===== src/rtl/alu_flags_pkg.sv =====
// Shared definitions for the flag register / carry-chain tracker.
package alu_flags_pkg;

  // Z/N/H flag source select
  typedef enum logic [1:0] {
    FSEL_KEEP = 2'd0,
    FSEL_ALU  = 2'd1,
    FSEL_CLR  = 2'd2,
    FSEL_SET  = 2'd3
  } fsel_e;

  // C flag source select; codes 6 and 7 are unused and behave as KEEP
  typedef enum logic [2:0] {
    CSEL_KEEP = 3'd0,
    CSEL_ALU  = 3'd1,
    CSEL_CLR  = 3'd2,
    CSEL_SET  = 3'd3,
    CSEL_INV  = 3'd4,
    CSEL_DAA  = 3'd5
  } csel_e;

  // Tracker state
  // state   | meaning
  // IDLE    | waiting for a flag command, cmd_ready high
  // RUN     | counting nibble passes, chaining carry
  typedef enum logic {
    ST_IDLE = 1'b0,
    ST_RUN  = 1'b1
  } state_e;

  localparam int FLAG_Z = 7;
  localparam int FLAG_N = 6;
  localparam int FLAG_H = 5;
  localparam int FLAG_C = 4;

  // Resolve a two-bit flag select against the current and ALU-derived value
  function automatic logic sel_flag(input logic [1:0] sel, input logic cur, input logic alu_v);
    case (sel)
      FSEL_ALU: sel_flag = alu_v;
      FSEL_CLR: sel_flag = 1'b0;
      FSEL_SET: sel_flag = 1'b1;
      default:  sel_flag = cur;
    endcase
  endfunction

endpackage


===== src/rtl/alu_flags_daa.sv =====
// Combinational DAA correction operand and resulting carry.
module alu_daa (
  input  logic [7:0] acc_i,
  input  logic       n_i,
  input  logic       h_i,
  input  logic       c_i,
  output logic [7:0] adj_o,
  output logic       c_o
);

  logic hi_fix;
  logic lo_fix;

  // After a subtract only the recorded carries steer the correction
  always_comb begin
    if (n_i) begin
      hi_fix = c_i;
      lo_fix = h_i;
    end else begin
      hi_fix = c_i | (acc_i > 8'h99);
      lo_fix = h_i | (acc_i[3:0] > 4'd9);
    end
    adj_o = {1'b0, hi_fix, hi_fix, 1'b0, 1'b0, lo_fix, lo_fix, 1'b0};
    c_o   = hi_fix;
  end

endmodule


===== src/rtl/alu_flags.sv =====
// SM83 flag register and inter-pass carry tracker for the nibble-serial ALU.
module alu_flags
  import alu_flags_pkg::*;
(
  input  logic       clk,
  input  logic       reset,
  input  logic       cmd_valid,
  output logic       cmd_ready,
  input  logic [2:0] cmd_passes,
  input  logic       cmd_ci,
  input  logic [1:0] cmd_zsel,
  input  logic [1:0] cmd_nsel,
  input  logic [1:0] cmd_hsel,
  input  logic [2:0] cmd_csel,
  input  logic       pass_valid,
  input  logic [3:0] alu_res,
  input  logic       alu_co,
  output logic       alu_ci,
  input  logic [7:0] acc,
  output logic [7:0] daa_adj,
  input  logic       f_we,
  input  logic [7:0] f_din,
  output logic [7:0] flags,
  output logic       busy,
  output logic       done
);

  state_e     state_q;
  logic [2:0] npass_q;
  logic [2:0] pass_cnt_q;
  logic       chain_q;
  logic       zacc_q;
  logic       hcap_q;
  logic       done_q;
  logic [1:0] zsel_q;
  logic [1:0] nsel_q;
  logic [1:0] hsel_q;
  logic [2:0] csel_q;
  logic [7:4] f_q;

  logic [7:4] f_d;
  logic       z_alu;
  logic       last_pass;
  logic       hcap_pass;
  logic       daa_c;
  logic       f_din_unused;

  assign f_din_unused = ^f_din[3:0];

  alu_daa u_daa (
    .acc_i (acc),
    .n_i   (f_q[FLAG_N]),
    .h_i   (f_q[FLAG_H]),
    .c_i   (f_q[FLAG_C]),
    .adj_o (daa_adj),
    .c_o   (daa_c)
  );

  // Flag values that would be committed if this cycle carries the final pass
  always_comb begin
    z_alu     = zacc_q & (alu_res == 4'd0);
    last_pass = (pass_cnt_q == (npass_q - 3'd1));
    hcap_pass = (pass_cnt_q == (npass_q - 3'd2));
    f_d[FLAG_Z] = sel_flag(zsel_q, f_q[FLAG_Z], z_alu);
    f_d[FLAG_N] = sel_flag(nsel_q, f_q[FLAG_N], 1'b0);
    f_d[FLAG_H] = sel_flag(hsel_q, f_q[FLAG_H], hcap_q);
    case (csel_q)
      CSEL_ALU: f_d[FLAG_C] = alu_co;
      CSEL_CLR: f_d[FLAG_C] = 1'b0;
      CSEL_SET: f_d[FLAG_C] = 1'b1;
      CSEL_INV: f_d[FLAG_C] = ~f_q[FLAG_C];
      CSEL_DAA: f_d[FLAG_C] = daa_c;
      default:  f_d[FLAG_C] = f_q[FLAG_C];
    endcase
  end

  // Command acceptance, pass counting, carry chaining and flag commit
  always_ff @(posedge clk) begin
    if (reset) begin
      state_q    <= ST_IDLE;
      npass_q    <= 3'd2;
      pass_cnt_q <= 3'd0;
      chain_q    <= 1'b0;
      zacc_q     <= 1'b1;
      hcap_q     <= 1'b0;
      done_q     <= 1'b0;
      zsel_q     <= FSEL_KEEP;
      nsel_q     <= FSEL_KEEP;
      hsel_q     <= FSEL_KEEP;
      csel_q     <= CSEL_KEEP;
      f_q        <= 4'h0;
    end else begin
      done_q <= 1'b0;
      if (f_we) begin
        // Direct load also abandons any operation in flight without a commit
        f_q     <= f_din[7:4];
        state_q <= ST_IDLE;
      end else begin
        case (state_q)
          ST_IDLE: begin
            if (cmd_valid) begin
              state_q    <= ST_RUN;
              npass_q    <= (cmd_passes == 3'd4) ? 3'd4 : 3'd2;
              pass_cnt_q <= 3'd0;
              chain_q    <= cmd_ci;
              zacc_q     <= 1'b1;
              zsel_q     <= cmd_zsel;
              nsel_q     <= cmd_nsel;
              hsel_q     <= cmd_hsel;
              csel_q     <= cmd_csel;
            end
          end
          ST_RUN: begin
            if (pass_valid) begin
              chain_q    <= alu_co;
              zacc_q     <= z_alu;
              pass_cnt_q <= pass_cnt_q + 3'd1;
              if (hcap_pass) hcap_q <= alu_co;
              if (last_pass) begin
                f_q     <= f_d;
                done_q  <= 1'b1;
                state_q <= ST_IDLE;
              end
            end
          end
          default: state_q <= ST_IDLE;
        endcase
      end
    end
  end

  assign cmd_ready = (state_q == ST_IDLE);
  assign busy      = (state_q != ST_IDLE);
  assign done      = done_q;
  assign alu_ci    = chain_q;
  assign flags     = {f_q, 4'b0000};

endmodule


===== config.mk =====
export PLATFORM = sky130hd
export DESIGN_NAME = alu_flags
export DESIGN_NICKNAME = d
export VERILOG_FILES = /design/src/rtl/alu_flags_pkg.sv /design/src/rtl/alu_flags_daa.sv /design/src/rtl/alu_flags.sv
export SDC_FILE = /design/constraint.sdc
export NUM_CORES = 1
export LEC_CHECK = 0
export ABC_AREA = 1
export CAP_MARGIN = 30
export CORE_ASPECT_RATIO = 0.8
export CORE_MARGIN = 2
export CORE_UTILIZATION = 45
export CTS_CLUSTER_SIZE = 28
export DETAILED_ROUTE_END_ITERATION = 8
export GPL_TIMING_DRIVEN = 0
export PLACE_DENSITY = 0.85
export SLEW_MARGIN = 5
export SYNTH_ARGS = -nofsm -noshare
export SYNTH_HDL_FRONTEND = slang
export SYNTH_SLANG_ARGS = --single-unit

===== constraint.sdc =====
create_clock -name clk -period 2.25 [get_ports clk]
set_input_delay 0.45 -clock clk [delete_from_list [all_inputs] [get_ports clk]]
set_output_delay 0.45 -clock clk [all_outputs]
set_load 0.05 [all_outputs]

==> summary.md <==
| Metric | Value |
|---|---|
| Status | `finished clean` |
| Root buffer cell | `clkbuf_8` |
| First-pass GRT wire length | `4.99 mm` |
| GP Congestion | `0.832` |
| Logic pwr share | `0.325` |
| Hold_buf cts | `0` |
| Flop pwr share | `0.431` |
| Fin area | `1930 um2` |
| Crit Path Max Fanout | `3` |
| Io pins | `59` |
| FFs w/ async S/R, synth | `0` |
| Die area | `3500 um2` |
| Setup TNS | `0 ns` |
| Share of cells above drive strength 1 | `0.136` |
| RSZ-0062 raised after global routing | `false` |
| Worst r2r src | `busy` |
| Initial Util | `0.483` |
| Clock Path Buffers | `2` |
| Routed vias/inst | `4.64` |
| Vias | `1336` |
| Synth unique cells | `30` |
| Final nets | `294` |
| Die X | `65.6 um` |
| Area of the multi-input gates | `706 um2` |
| Final core utilization | `0.681` |
| Hold path startpoint | `reset` |
| FF-to-FF End | `hsel_q[1]` |
| Pre-CTS setup slack | `-0.458 ns` |
| Worst hold path type | `input pin to register` |
| Vias in the first global route | `1162` |
| Top_reg_cell synth | `dfxtp_1` |
| Slew of the pin with the lowest slew margin | `0.504 ns` |
| H-tree depth | `1` |
| Fin. max-slew vios | `0` |
| Peak Freq | `466 MHz` |
| Post-synth EDFFs | `0` |
| Power per cell area | `540 nW/um2` |
| CTS Buf Count | `3` |
| Worst slew margin | `0.663` |
| Core ar. | `2830 um2` |
| Post-DP Area | `1890 um2` |
| Row count | `17` |
| Syn Inst Count | `194` |
| Hold EP | `f_q[4]` |
| Final ANT Viol Nets | `0` |
| Signal arrival time at the worst endpoint | `1.70 ns` |
| Cell-internal power | `0.702 mW` |
| Hold Crit Depth | `2` |
| CTS tree | `yes` |
| Hold Vio Cnt, Final | `0` |
| Global route overflow | `0` |
| Bufs and invs on worst path | `4` |
| Final Critical Period | `2.15 ns` |
| Port bufs | `45` |
| Area leader, netlist | `dfxtp_1` |
| Sw frac | `0.324` |
| Total track usage | `0.188` |
| Average wire per standard cell | `10.3 um` |
| Initial antenna violation count | `0` |
| Placed Cells incl. Taps | `284` |
| Max rail drop VDD | `0.000379 V` |
| Psw | `0.337 mW` |
| Top cells by area, synth | `dfxtp_1 (34%), nand2_1 (12%), buf_4 (8.2%)` |
| Die H | `53.3 um` |
| #FFs+latches synth | `23` |
| Antenna Cells | `0` |
| Most used cell, CP | `nand2_1` |
| Post-CTS Setup Bufs | `0` |
| Clock share of power | `0.243` |
| HPWL Detailed | `2.39 mm` |
| Synth Area per Inst | `7.04 um2` |
| Setup CP Type | `input pin to output port` |
| Crit. End Element | `output port` |
| Sequential share of the synthesized area | `0.337` |
| Yosys warnings | `0` |
| Layout Area Growth over Synthesis | `40.9%` |
| Max incr delay on CP | `0.48 ns` |
| Clk_lat worst skew | `0.26 ns` |
| Crit start category | `input pin` |
| DRC Markers | `0` |
| Post-synthesis cell area | `1370 um2` |
| Hold_ws | `0.380 ns` |
| Max-cap violations | `0` |
| Clock skew | `0.00771 ns` |
| Initial DRC count | `41` |
| Clock Pin Slew Worst Setup and Hold Paths | `0.08 ns` |
| Pre-antenna DRT Iters | `4` |
| CP required | `1.80 ns` |
| Reg2reg path depth | `5` |
| Final worst path period share | `0.954` |
| Largest net degree at the start of global routing | `13` |
| Commonest cells in the netlist | `nand2_1 (42), nor2_1 (28), dfxtp_1 (23), inv_1 (21), o21ai_0 (17)` |
| Final Power | `1.04 mW` |
| Register Area | `460 um2` |
| CP Cell Sequence | `clkdlybuf4s50_1 > nand2_1 > inv_1 > nand2_1 > nand2_1 > nand2_1 > nand2_1 > nand2_1 > buf_4 > buf_4` |
| Yosys top cell area share | `0.337` |
| Fillers | `259` |
| Most common cell in the netlist | `nand2_1` |
| Lkg Pwr | `0.879 nW` |
| CTS sink count | `23` |
| Layout Cells excl Fill | `288` |
| Final WS setup | `0.103 ns` |
| Largest delay share family, worst path | `buffers and inverters` |
| Setup-failing EPs final | `0` |
| Worst path slowest cell | `clkdlybuf4s50_1` |
| R2r setup slk | `0.73 ns` |
| Total Wirelength | `2.96 mm` |
-- routing by layer --
layer / GRT usage / vias up / wire [um]
li1: - / 719 / -
met1: 0.231 / 580 / 1350
met2: 0.323 / 35 / 1420
met3: 0.0511 / 2 / 158
met4: 0.0556 / 0 / 32
met5: 0 / - / 0
-- flip-flops by register name, summed over array words and instances (netlist names) --
name / cells
f_q: 4
csel_q: 3
pass_cnt_q: 3
hsel_q: 2
npass_q: 2
nsel_q: 2
zsel_q: 2
alu_ci: 1
busy: 1
done: 1
hcap_q: 1
zacc_q: 1
-- power groups by stage --
stage | combinational [mW] | sequential [mW] | clock, mW
6_report | 0.338 | 0.448 | 0.253
4_1_cts | 0.336 | 0.448 | 0.260
5_1_grt | 0.367 | 0.451 | 0.277
3_5_place_dp | 0.343 | 0.457 | 0
2_1_floorplan | 0.216 | 0.465 | 0
3_3_place_gp | 0.339 | 0.456 | 0
-- cell families after synthesis --
| kind of cell | after synthesis | share of synthesized area |
|---|---|---|
| and+or+nand+nor | 84 | 0.280 |
| DFF | 23 | 0.337 |
| other | 1 | 0.00274 |
| muxes | 1 | 0.00733 |
| AOI/OAI and AO/OA | 40 | 0.170 |
| buffers and inverters | 41 | 0.166 |
| adders and majority gates | 4 | 0.0366 |
-- cell type report --
| cell class | count | share of cell area |
|---|---|---|
| flip-flops and latches | 23 | 0.239 |
| inverters | 22 | 0.0429 |
| multi-input cells | 137 | 0.366 |
| well taps | 38 | 0.0247 |
| clock buffers | 4 | 0.0234 |
| plain buffers | 19 | 0.0747 |
| repair buffers | 45 | 0.229 |
-- repair_timing --
item                                    in CTS  in global routing
pin swaps                                    0                  1
endpoints found under the setup margin       4                  4
resized for setup                           19                  6
-- cell usage in the layout, fill, tap and decap left out, drive strengths merged --
cell type / instances
o21a: 1
inv: 22
mux2i: 1
nor2: 30
conb: 8
dlymetal6s2s: 1
o2111a: 1
nand2: 44
o21ai: 17
clkbuf: 5
nor3: 3
a21oi: 14
ha: 4
o31ai: 3
buf: 22
clkdlybuf4s50: 40
nor4: 1
nand3: 4
a211oi: 2
nand4: 2
a31oi: 2
dfxtp: 23
-- worst max path at each step --
stage                 from    endpoint  slack, ns  depth (start not counted)
finish              acc[0]  daa_adj[5]       0.10                         10
global route        acc[7]  daa_adj[5]      0.002                         10
CTS                 acc[3]  daa_adj[5]       0.06                         10
detailed placement  acc[3]  daa_adj[2]      -0.46                          8
global placement    acc[2]  daa_adj[2]      -0.44                          7
floorplan             busy   cmd_ready       0.60                          1
Power figures use the tool's default switching activity.
